### src/rtl/mem_arb_pkg.sv
// Shared types and constants for the data-memory bus arbiter.
package mem_arb_pkg;

  typedef enum logic [1:0] {
    REG_RAM,
    REG_ROM,
    REG_TIMER,
    REG_NONE
  } region_t;

  typedef enum logic [1:0] {
    IDLE,
    ACCESS,
    RESP
  } state_t;

  // Region bounds; limits are inclusive, the timer region is open-ended.
  localparam logic [31:0] RAM_BASE   = 32'h0000_4000;
  localparam logic [31:0] RAM_LIMIT  = 32'h0000_4400;
  localparam logic [31:0] ROM_BASE   = 32'h0000_4600;
  localparam logic [31:0] ROM_LIMIT  = 32'h0000_5000;
  localparam logic [31:0] TIMER_BASE = 32'h0000_5200;

  // Read-mux select encodings as {sel_one, sel_zero}.
  localparam logic [1:0] SEL_RAM   = 2'b01;
  localparam logic [1:0] SEL_ROM   = 2'b10;
  localparam logic [1:0] SEL_TIMER = 2'b00;
  localparam logic [1:0] SEL_NONE  = 2'b11;

  function automatic logic [1:0] region_sel(input region_t r);
    case (r)
      REG_RAM:   return SEL_RAM;
      REG_ROM:   return SEL_ROM;
      REG_TIMER: return SEL_TIMER;
      default:   return SEL_NONE;
    endcase
  endfunction

endpackage

### src/rtl/mem_region_decode.sv
// Combinational address decoder: maps a bus address onto its memory region.
module mem_region_decode
  import mem_arb_pkg::*;
#(
  parameter int N = 32
) (
  input  logic [N-1:0] addr,
  output region_t      region
);

  // Inclusive range compare; anything falling in the gaps is unmapped.
  always_comb begin
    if (addr >= N'(RAM_BASE) && addr <= N'(RAM_LIMIT)) begin
      region = REG_RAM;
    end else if (addr >= N'(ROM_BASE) && addr <= N'(ROM_LIMIT)) begin
      region = REG_ROM;
    end else if (addr >= N'(TIMER_BASE)) begin
      region = REG_TIMER;
    end else begin
      region = REG_NONE;
    end
  end

endmodule

### src/rtl/mem_bus_arbiter.sv
// Two-master round-robin arbiter for the data-memory bus (RAM/ROM/timer).
// Optional feature macro: MEM_ARB_ERR_EN -- unmapped accesses and ROM writes
// skip the bus and complete at once with err set.
module mem_bus_arbiter
  import mem_arb_pkg::*;
#(
  parameter int N          = 32,
  parameter int RAM_WAIT   = 0,
  parameter int ROM_WAIT   = 1,
  parameter int TIMER_WAIT = 0
) (
  input  logic         clk,
  input  logic         rst_n,
  input  logic [1:0]   req,
  input  logic [1:0]   we,
  input  logic [N-1:0] addr0,
  input  logic [N-1:0] addr1,
  input  logic [N-1:0] wdata0,
  input  logic [N-1:0] wdata1,
  output logic [1:0]   gnt,
  output logic [1:0]   done,
  output logic         err,
  output logic [N-1:0] rdata,
  output logic [N-1:0] bus_addr,
  output logic [N-1:0] bus_wdata,
  output logic         WEram,
  output logic         WEtimer,
  output logic         sel_zero,
  output logic         sel_one,
  input  logic [N-1:0] mux_rdata
);

  state_t       state, state_next;
  logic         last;
  logic         cur;
  logic         cap_we;
  logic         cap_err;
  region_t      cap_region;
  logic [3:0]   wait_cnt;
  logic [N-1:0] rdata_q;

  logic         any_req;
  logic         winner;
  logic         bad_access;
  logic [N-1:0] win_addr;
  region_t      win_region;

  // On a tie the master that was not served last wins.
  assign any_req  = |req;
  assign winner   = (req == 2'b11) ? ~last : req[1];
  assign win_addr = winner ? addr1 : addr0;

  mem_region_decode #(.N(N)) u_decode (
    .addr   (win_addr),
    .region (win_region)
  );

`ifdef MEM_ARB_ERR_EN
  assign bad_access = (win_region == REG_NONE) || ((win_region == REG_ROM) && we[winner]);
`else
  assign bad_access = 1'b0;
`endif

  function automatic logic [3:0] wait_of(input region_t r);
    case (r)
      REG_RAM:   return 4'(RAM_WAIT);
      REG_ROM:   return 4'(ROM_WAIT);
      REG_TIMER: return 4'(TIMER_WAIT);
      default:   return 4'd0;
    endcase
  endfunction

  // State register.
  always_ff @(posedge clk or negedge rst_n) begin
    if (!rst_n) begin
      state <= IDLE;
    end else begin
      state <= state_next;
    end
  end

  // Next-state and bus outputs; strobes only in the final ACCESS cycle.
  always_comb begin
    state_next          = state;
    gnt                 = 2'b00;
    done                = 2'b00;
    err                 = 1'b0;
    rdata               = '0;
    WEram               = 1'b0;
    WEtimer             = 1'b0;
    {sel_one, sel_zero} = SEL_NONE;
    case (state)
      IDLE: begin
        if (any_req) begin
          gnt[winner] = 1'b1;
          state_next  = bad_access ? RESP : ACCESS;
        end
      end
      ACCESS: begin
        {sel_one, sel_zero} = region_sel(cap_region);
        if (wait_cnt == 4'd0) begin
          WEram      = cap_we && (cap_region == REG_RAM);
          WEtimer    = cap_we && (cap_region == REG_TIMER);
          state_next = RESP;
        end
      end
      RESP: begin
        done[cur]  = 1'b1;
        err        = cap_err;
        rdata      = (cap_we || cap_err) ? '0 : rdata_q;
        state_next = IDLE;
      end
      default: state_next = IDLE;
    endcase
  end

  // Transaction capture at grant, wait countdown and read-data register.
  always_ff @(posedge clk or negedge rst_n) begin
    if (!rst_n) begin
      last       <= 1'b1;
      cur        <= 1'b0;
      cap_we     <= 1'b0;
      cap_err    <= 1'b0;
      cap_region <= REG_NONE;
      wait_cnt   <= 4'd0;
      bus_addr   <= '0;
      bus_wdata  <= '0;
      rdata_q    <= '0;
    end else begin
      case (state)
        IDLE: begin
          if (any_req) begin
            last       <= winner;
            cur        <= winner;
            cap_we     <= we[winner];
            cap_err    <= bad_access;
            cap_region <= win_region;
            wait_cnt   <= wait_of(win_region);
            bus_addr   <= win_addr;
            bus_wdata  <= winner ? wdata1 : wdata0;
          end
        end
        ACCESS: begin
          if (wait_cnt == 4'd0) begin
            rdata_q <= mux_rdata;
          end else begin
            wait_cnt <= wait_cnt - 4'd1;
          end
        end
        default: ;
      endcase
    end
  end

endmodule

### config.mk
export PLATFORM = sky130hd
export DESIGN_NAME = mem_bus_arbiter
export DESIGN_NICKNAME = d
export VERILOG_FILES = /design/src/rtl/mem_arb_pkg.sv /design/src/rtl/mem_region_decode.sv /design/src/rtl/mem_bus_arbiter.sv
export SDC_FILE = /design/constraint.sdc
export NUM_CORES = 1
export LEC_CHECK = 0
export BUFFER_PORTS_ARGS = -buffer_cell sky130_fd_sc_hd__buf_4
export CORE_ASPECT_RATIO = 0.7
export CORE_MARGIN = 3
export CORE_UTILIZATION = 24
export CTS_CLUSTER_SIZE = 16
export DETAILED_ROUTE_END_ITERATION = 10
export PLACE_DENSITY = 0.57
export SKIP_CTS_REPAIR_TIMING = 1
export SKIP_LAST_GASP = 1
export SLEW_MARGIN = 20
export SYNTH_ARGS = -nofsm -noshare
export SYNTH_HDL_FRONTEND = slang
export SYNTH_SLANG_ARGS = --single-unit
### constraint.sdc
create_clock -name clk -period 3.2 [get_ports clk]
set_clock_uncertainty 0.15 [all_clocks]
set_input_delay 0.32 -clock clk [delete_from_list [all_inputs] [get_ports clk]]
set_output_delay 0.32 -clock clk [all_outputs]
set_load 0.01 [all_outputs]
* After elaboration in Yosys (flattened, before gate mapping)
Cells that the tools add are included.
** Cells by class
- Multiplexer cells :: 31
- Add/subtract/negate cells :: 1
- Reduce and logical (&&, ||, !) cells :: 15
- Eq/ne operators :: 9
- Bitwise logic cells :: 1
- Order comparisons :: 9
** Operators by type and width (count)
- $mux 32 :: 4
- $ge 32x15->1 const B :: 3
- $le 32x15->1 const B :: 2
- $mux 2 :: 7
- $mux 1 :: 13
- $mux 4 :: 2
- $pmux 4 s2 :: 1
- $eq 2x1->1 const B :: 3
- $eq 2x2->1 const B :: 3
- $logic_and 1x1->1 :: 6
- $ne 2x2->1 const B :: 3
- $pmux 2 s3 :: 1
- $reduce_and 2->1 :: 3
- $logic_not 2->1 :: 2
- $logic_not 4->1 :: 1
- $lt 1x2->1 const B :: 2
- $pmux 2 s2 :: 1
- $sub 4x1->4 const B :: 1
- $reduce_and 3->1 :: 1
- $demux 1 s1 :: 2
- $ge 1x1->1 const B :: 2
- $reduce_bool 2->1 :: 1
- $reduce_or 2->1 :: 1
- $not 1->1 :: 1
** Word-level totals
- Bits of input ports :: 166
- Bits in registers :: 107
- Output and inout bits :: 105

* Longest topological paths before layout
Gate-level depths: netlist of run 1.
- Word-level depth :: 11
- Gate-level depth with buffers :: 7
- Depth with buffers taken out :: 7

* Hierarchy
Synthesis of run 1 repeated with hierarchy kept, for this count alone.
** Second synthesis, totals
- Cells, all modules :: 508
- Area total of the unflattened synthesis :: 5405.2 um2
** By module, submodules not included
- mem_bus_arbiter :: instances 1, cells an instance 486, area an instance 5252.5 um2
- mem_region_decode :: instances 1, cells an instance 22, area an instance 152.6 um2

* Worst setup path after synthesis of run 1
OpenSTA, ideal clock, no wires.
- Kind :: register -> register
- Start point :: register last
- End point :: register cap_region[1]
- Slack :: 1522 ps
- Stages on the path, launching flop included :: 7
- Period minus slack after synthesis :: 1678 ps
- Arrival :: 1440 ps
- Setup time :: 88 ps
- Path buffers :: 1
- Cell sequence :: dfstp_2 > a21bo_1 > buf_4 > nor2_2 > a22o_4 > nor2b_1 > a221oi_2
** Between the ends
- Word-level cells in the longest chain between the ends :: 7
- Elaborated cells on any way between the ends :: 11
- Those cells by class :: order compare (4); mux (4); bitwise (1); reduce/logical (2)
** RTL lines
- start, declared :: RTL line mem_bus_arbiter.sv:34 : logic last;
- start signal, assigned :: RTL line mem_bus_arbiter.sv:133 : last <= winner;
- $not 1->1 * :: RTL line mem_bus_arbiter.sv:50 : assign winner = (req == 2'b11) ? ~last : req[1];
- $mux 1 * :: RTL line mem_bus_arbiter.sv:50
- $mux 32 * :: RTL line mem_bus_arbiter.sv:51 : assign win_addr = winner ? addr1 : addr0;
- $ge 32x15->1 or $le 32x15->1 (tied branches) :: RTL line mem_region_decode.sv:15 : end else if (addr >= N'(ROM_BASE) && addr <= N'(ROM_LIMIT)) begin
- $logic_and 1x1->1 :: RTL line mem_region_decode.sv:15
- $mux 2 :: RTL line mem_region_decode.sv:15
- $mux 2 * :: RTL line mem_region_decode.sv:13 : if (addr >= N'(RAM_BASE) && addr <= N'(RAM_LIMIT)) begin
- end signal, assigned :: RTL line mem_bus_arbiter.sv:137 : cap_region <= win_region;
- end, declared :: RTL line mem_bus_arbiter.sv:38 : region_t cap_region;
Mark *: on every way between the ends. The rest lies on a longest branch, timed or not.
A chain may end at the register's enable or synchronous reset.

* Worst setup path after layout of run 1
- Start point :: register wait_cnt[0]
- End point :: output port WEtimer
** Between the ends
- Word-level cells in the longest chain between the ends :: 3
** RTL lines
- start, declared :: RTL line mem_bus_arbiter.sv:39 : logic [3:0] wait_cnt;
- start signal, assigned :: RTL line mem_bus_arbiter.sv:138 : wait_cnt <= wait_of(win_region);
- start signal, assigned :: RTL line mem_bus_arbiter.sv:147 : wait_cnt <= wait_cnt - 4'd1;
- $logic_not 4->1 :: RTL line mem_bus_arbiter.sv:101 : if (wait_cnt == 4'd0) begin
- $mux 1 :: RTL line mem_bus_arbiter.sv:101
- $mux 1 :: RTL line mem_bus_arbiter.sv:92 : case (state)
- end, declared :: RTL line mem_bus_arbiter.sv:27 : output logic WEtimer,
Every way passes these cells.

==> impl_metrics.ini, run 1 <==
[route]
wl_met3_um = 1590
avgViaCountPerCell = 4.39
wl_met1_um = 7770
num_vias = 4858
dr_wl_met2_um = 7410
first_iter_violations = 255
remaining_drc_errors = 0
top_layer_used = met4
routed_wl_um = 17000
dr.pass1.iters = 4
routedWlPerCell_um = 15.4
drtAntennaViolNets = 0

[grt]
grt_pass1_wl_um = 26000
overflow = 0
grt_max_degree = 74
grt_use_total = 0.139
antenna_found_initial = 0
grt_pass1_vias = 4865

[logic_synthesis]
syn_avg_cell_area_um2 = 9.38
syn_nets = 736
syn-cell-area_um2 = 5290
synth-edff-count = 0
netlist_instances = 564
ys_seq_area_frac = 0.507
ys_seq_elements = 107
synth_cell_types = 45
async_reset_ff_frac = 1.00
synth-warning-count = 0
yosys_most_used_dff = dfrtp_1

[floorplanning]
initial_core_util = 0.250
ios = 271
fp.dieW_um = 183
dieArea_um2 = 23900
die_h_um = 130
core_area_um2 = 21200
core.rowCount = 44

[setup_path]
end_kind = primary output
crit_start = wait_cnt[0]$_DFFE_PN0P_
max_stage_delay_ns = 0.46
path_delay_family = simple AND/OR/NAND/NOR gates
cp.depth = 6
start_kind = flop
cp_slowest_cell = nand4b_4
cp_max_fo = 34
required_ns = 2.73
critical_path_class = flop to primary output
r2r-start = wait_cnt[0]$_DFFE_PN0P_
rr_worst_depth = 7
crit_buf_inv = 3
cp.arrival_ns = 2.10
path_cells = inv_1, ha_1, nand4b_4, inv_2, and3_1, buf_4

[timing]
max_freq_mhz = 389
setup_viol = 0
drv_slew = 0
hold_violations = 0
fin_tns_setup_ns = 0
max-slew-margin-rel = 0.521
period_share = 0.804
worst_slew_pin_slew_ns = 0.718
rsz0062_at_grt = no
period_needed_ns = 2.57

[placement]
placedCellCount = 1085
hpwl_um = 13300
place_area_um2 = 7560
place.gp.congestion = 0.812
port_buffers = 269

[power_and_ir_drop]
leakage_nw = 4.19
p_total_mw = 6.41
irDropWorstVdd_mv = 0.278
power.density_nw_per_um2 = 807

[clocking]
clockBufferDepth = 2
insertion_delay_ns = 0.35
cts_buffers = 9
cts.sinks = 107
root_buffer = clkbuf_16
clk_pin_slew_ns = 0.07
htreeDepth = 3
cts_tree = yes

[hold_path]
min_path_type = primary input to flop
hold_depth = 3
hp-start = mux_rdata[7]

[run_status]
outcome = complete, no violations

[finish]
final_cells = 1107
nets = 998
antenna_cells = 0
utilization = 0.375
final_area_um2 = 7950
syn_to_final_growth_pct = 50.1
drive_gt1_frac = 0.371

[flow_run]
cap_violations = 0
-- path summary, 6_finish.rpt --
| kind | endpoint | slack, ns |
|---|---|---|
| min in group asynchronous | bus_wdata[27]$_DFFE_PN0P_ | 0.40 |
| hold / removal | rdata_q[7]$_DFFE_PN0P_ | 0.007 |
| hold reg to reg | rdata_q[31]$_DFFE_PN0P_ | 0.32 |
| max in group asynchronous | last$_DFFE_PN1P_ | 1.70 |
| setup / recovery | WEtimer | 0.63 |
| setup reg to reg | rdata_q[14]$_DFFE_PN0P_ | 0.98 |
-- through the flow --
step                setup slack, ns  hold slack [ns]
floorplan                      1.52           -0.126
global placement               1.00            0.256
detailed placement            0.976            0.262
CTS                           0.594           -0.125
global route                  0.476          0.00477
finish                        0.627          0.00741
-- layer usage --
metal	up-vias	global-route usage
li1	2437	-
met1	2228	0.182
met2	179	0.214
met3	14	0.0580
met4	0	0.0372
met5	-	0
-- worst reg2reg max path, cell delays in order (launching register included) --
cell	delay, ns
dfrtp_1	0.40
inv_1	0.09
ha_1	0.25
nand4b_4	0.46
inv_2	0.26
buf_4	0.36
nand2_1	0.12
nand2_1	0.06
-- kinds of logic (layout without fill, tap and decap cells) --
kind of cell               Yosys count  count (layout)  share of synthesized area
and+or+nand+nor                    273             273                      0.238
DFF                                107             107                      0.507
other                                1               1                   0.000709
buffers and inverters               40             307                     0.0414
muxes                               48              48                     0.0910
adders and majority gates            6               6                     0.0142
AOI/OAI and AO/OA                   89              89                      0.108
-- flip-flops by register name, indices dropped and copies added (netlist names) --
register and flops:
cap_we 1, last 1, wait_cnt 4, rdata_q 32, state 2, bus_addr 32, cur 1, bus_wdata 32
cap_region 2
-- cells in the mapped netlist, types with 3 or more instances --
library cell  number  area share
a21o_1             4      0.0057
a21oi_1            5      0.0047
a22oi_1           20       0.028
and2_1            32       0.038
buf_2             13       0.012
buf_6              6       0.013
clkbuf_1          11      0.0078
dfrtp_1          104        0.49
dfstp_2            3       0.015
ha_1               6       0.014
inv_1              7      0.0050
mux2i_1           47       0.089
nand2_1          186        0.13
nor2_1            11      0.0078
nor3_1             4      0.0038
nor3b_1            5      0.0071
nor4_1            14       0.017
o21ai_0            8      0.0076
o21ai_1           42       0.040
-- area by class of cell --
type / count / area [µm²]
multi-input combinational: 417 / 2400
tap: 276 / 345
sequential: 107 / 2680
clock inverter: 5 / 85.1
timing repair buffer: 283 / 2160
inverter: 8 / 30.0
fill: 2141 / 13200
clock buffer: 11 / 243
-- where the power goes --
| part | internal [mW] | switching [mW] |
|---|---|---|
| clock | 0.712 | 0.508 |
| sequential | 2.02 | 0.362 |
| combinational | 1.30 | 1.51 |
| total | 4.03 | 2.38 |
-- layout by cell type (no fill, tap or decap), types with 3 or more instances in the layout --
master,Yosys,routed
a21o_1,4,4
a21oi_1,5,5
a22oi_1,20,20
and2_1,32,32
buf_4,2,275
clkbuf_16,0,9
dfrtp_1,104,104
dfstp_2,3,3
dlygate4sd3_1,0,6
ha_1,6,6
inv_1,7,7
mux2i_1,47,47
nand2_1,186,186
nor2_1,11,10
nor3_1,4,4
nor3b_1,5,5
nor4_1,14,14
o21ai_0,8,8
o21ai_1,42,42
(Power assumes the default switching activity.)
==> inputs of run 2 (changes only) <==
--- a/config.mk
+++ b/config.mk
@@ -11,7 +11,7 @@
 export CORE_UTILIZATION = 24
 export CTS_CLUSTER_SIZE = 16
 export DETAILED_ROUTE_END_ITERATION = 10
-export PLACE_DENSITY = 0.57
+export PLACE_DENSITY = 0.58
 export SKIP_CTS_REPAIR_TIMING = 1
 export SKIP_LAST_GASP = 1
 export SLEW_MARGIN = 20
==> constraint.sdc (replaced) <==
create_clock -name clk -period 2.1 [get_ports clk]
set_clock_uncertainty 0.15 [all_clocks]
set_input_delay 0.21 -clock clk [delete_from_list [all_inputs] [get_ports clk]]
set_output_delay 0.21 -clock clk [all_outputs]
set_load 0.01 [all_outputs]
==> run 2 against run 1 <==
Compared with the run above: the run now ends with negative hold slack left; register-to-register slack lost 0.68 ns; flip-flop and latch count is the same; cell count grew 8.8%; critical path depth grew 2; via count grew 7.4%; routed wire length grew 8.6%; largest cell class is now non-clock buffers.
==> impl_metrics.ini, run 2 (same netlist as run 1, synthesis figures left out) <==
[route]
first_iter_violations = 188
drtAntennaViolNets = 0
remaining_drc_errors = 0
dr.pass1.iters = 4
avgViaCountPerCell = 4.33
routed_wl_um = 18500
num_vias = 5216
routedWlPerCell_um = 15.4

[flow_run]
cap_violations = 0

[timing]
hold_violations = 9
period_share = 0.991
max-slew-margin-rel = 0.663
max_freq_mhz = 481
fin_tns_setup_ns = 0
worst_slew_pin_slew_ns = 0.505
period_needed_ns = 2.08
holdWs_ns = -0.0224
drv_slew = 0
rsz0062_at_grt = yes
setup_viol = 0

[grt]
grt_use_total = 0.140
antenna_found_initial = 1
grt_max_degree = 41
grt_pass1_wl_um = 26200
overflow = 0
grt_pass1_vias = 4841

[clocking]
cts_buffers = 9
clockBufferDepth = 2
htreeDepth = 3
clk_pin_slew_ns = 0.08
cts.sinks = 107
cts_tree = yes
insertion_delay_ns = 0.35
root_buffer = clkbuf_16

[finish]
drive_gt1_frac = 0.346
final_cells = 1204
final_common_cell = buf_4
final_area_um2 = 8960
top_regs = bus_addr: 32 flops, bus_wdata: 32 flops, rdata_q: 32 flops
nFillCells = 2066
final_cell_mix = 281 x buf_4, 186 x nand2_1, 104 x dfrtp_1
nets = 1094
syn_to_final_growth_pct = 69.2

[floorplanning]
fp.dieW_um = 183
dieArea_um2 = 23900
ios = 271
die_h_um = 130
initial_core_util = 0.250
core.rowCount = 44
core_area_um2 = 21200

[run_status]
outcome = finished, violations left
violations = negative hold slack

[setup_path]
start_kind = primary input
cp_max_fo = 2
required_ns = 2.24
critical_path_class = primary input to flop
end_kind = flop
cp.arrival_ns = 2.22

[placement]
placedCellCount = 1097
place.gp.congestion = 0.782
hpwl_um = 13500
port_buffers = 269
place_area_um2 = 7710

[power_and_ir_drop]
p_total_mw = 10.1
leakage_nw = 4.62
irDropWorstVdd_mv = 0.545
power.density_nw_per_um2 = 1130

[hold_path]
min_path_type = primary input to flop
-- run 2: cell types whose count changed in the layout (fill, tap and decap cells not counted) --
cell / before / now
dlygate4sd3_1: 6 / 90
buf_12: 2 / 7
diode_2: 0 / 1
buf_8: 0 / 1
buf_4: 275 / 281
inv_8: 0 / 1
clkbuf_1: 1 / 0
-- run 2: layout make-up --
class | count | area (µm²) | area share
Multi-Input combinational cell | 417 | 2400 | 0.268
Inverter | 8 | 30.0 | 0.00335
Timing Repair Buffer | 379 | 3170 | 0.353
Sequential cell | 107 | 2680 | 0.299
Antenna cell | 1 | 2.50 | 0.000279
Tap cell | 276 | 345 | 0.0386
Clock inverter | 6 | 96.3 | 0.0108
Clock buffer | 10 | 239 | 0.0267
-- run 2: path summary, 6_finish.rpt --
path                                            end  cells after the start                    start  slack, ns
max                         wait_cnt[0]$_DFFE_PN0P_                      8                 addr1[1]       0.02
min                        bus_wdata[6]$_DFFE_PN0P_                      3                wdata1[6]      -0.02
max reg2reg                bus_wdata[2]$_DFFE_PN0P_                      5     state[0]$_DFFE_PN0P_       0.30
min reg2reg                 rdata_q[11]$_DFFE_PN0P_                      2  rdata_q[11]$_DFFE_PN0P_       0.31
max in group asynchronous   rdata_q[29]$_DFFE_PN0P_                      3                    rst_n       1.09
min in group asynchronous   rdata_q[18]$_DFFE_PN0P_                      2                    rst_n       0.14
-- run 2: power breakdown --
group	internal (mW)	leakage (nW)	switching, mW
combinational	2.20	3.15	2.39
clock	1.09	0.161	0.829
sequential	3.07	1.31	0.544
total	6.37	4.62	3.76
-- run 2: metal layers --
| layer | routed length (µm) | track usage |
|---|---|---|
| met1 | 8420 | 0.188 |
| met2 | 8310 | 0.215 |
| met3 | 1620 | 0.0541 |
| met4 | 139 | 0.0331 |
| met5 | 0 | 0 |
-- run 2: per-stage QoR --
step | setup WS (ns) | hold WS [ns] | utilization
3_3_place_gp | 0.245 | -0.0447 | 0.364
3_5_place_dp | 0.176 | -0.0420 | 0.364
6_report | 0.0198 | -0.0224 | 0.423
5_1_grt | -0.0433 | 0.00123 | 0.422
2_1_floorplan | 0.422 | -0.236 | -
4_1_cts | -0.0694 | -0.433 | 0.380
-- run 2: worst max-delay path, stage by stage --
cell and delay, ns:
dlygate4sd3_1 0.54, buf_4 0.14, nor4_1 0.28, buf_4 0.17, nand4_1 0.14, nor4b_1 0.32, o32a_1 0.28, a21o_1 0.13
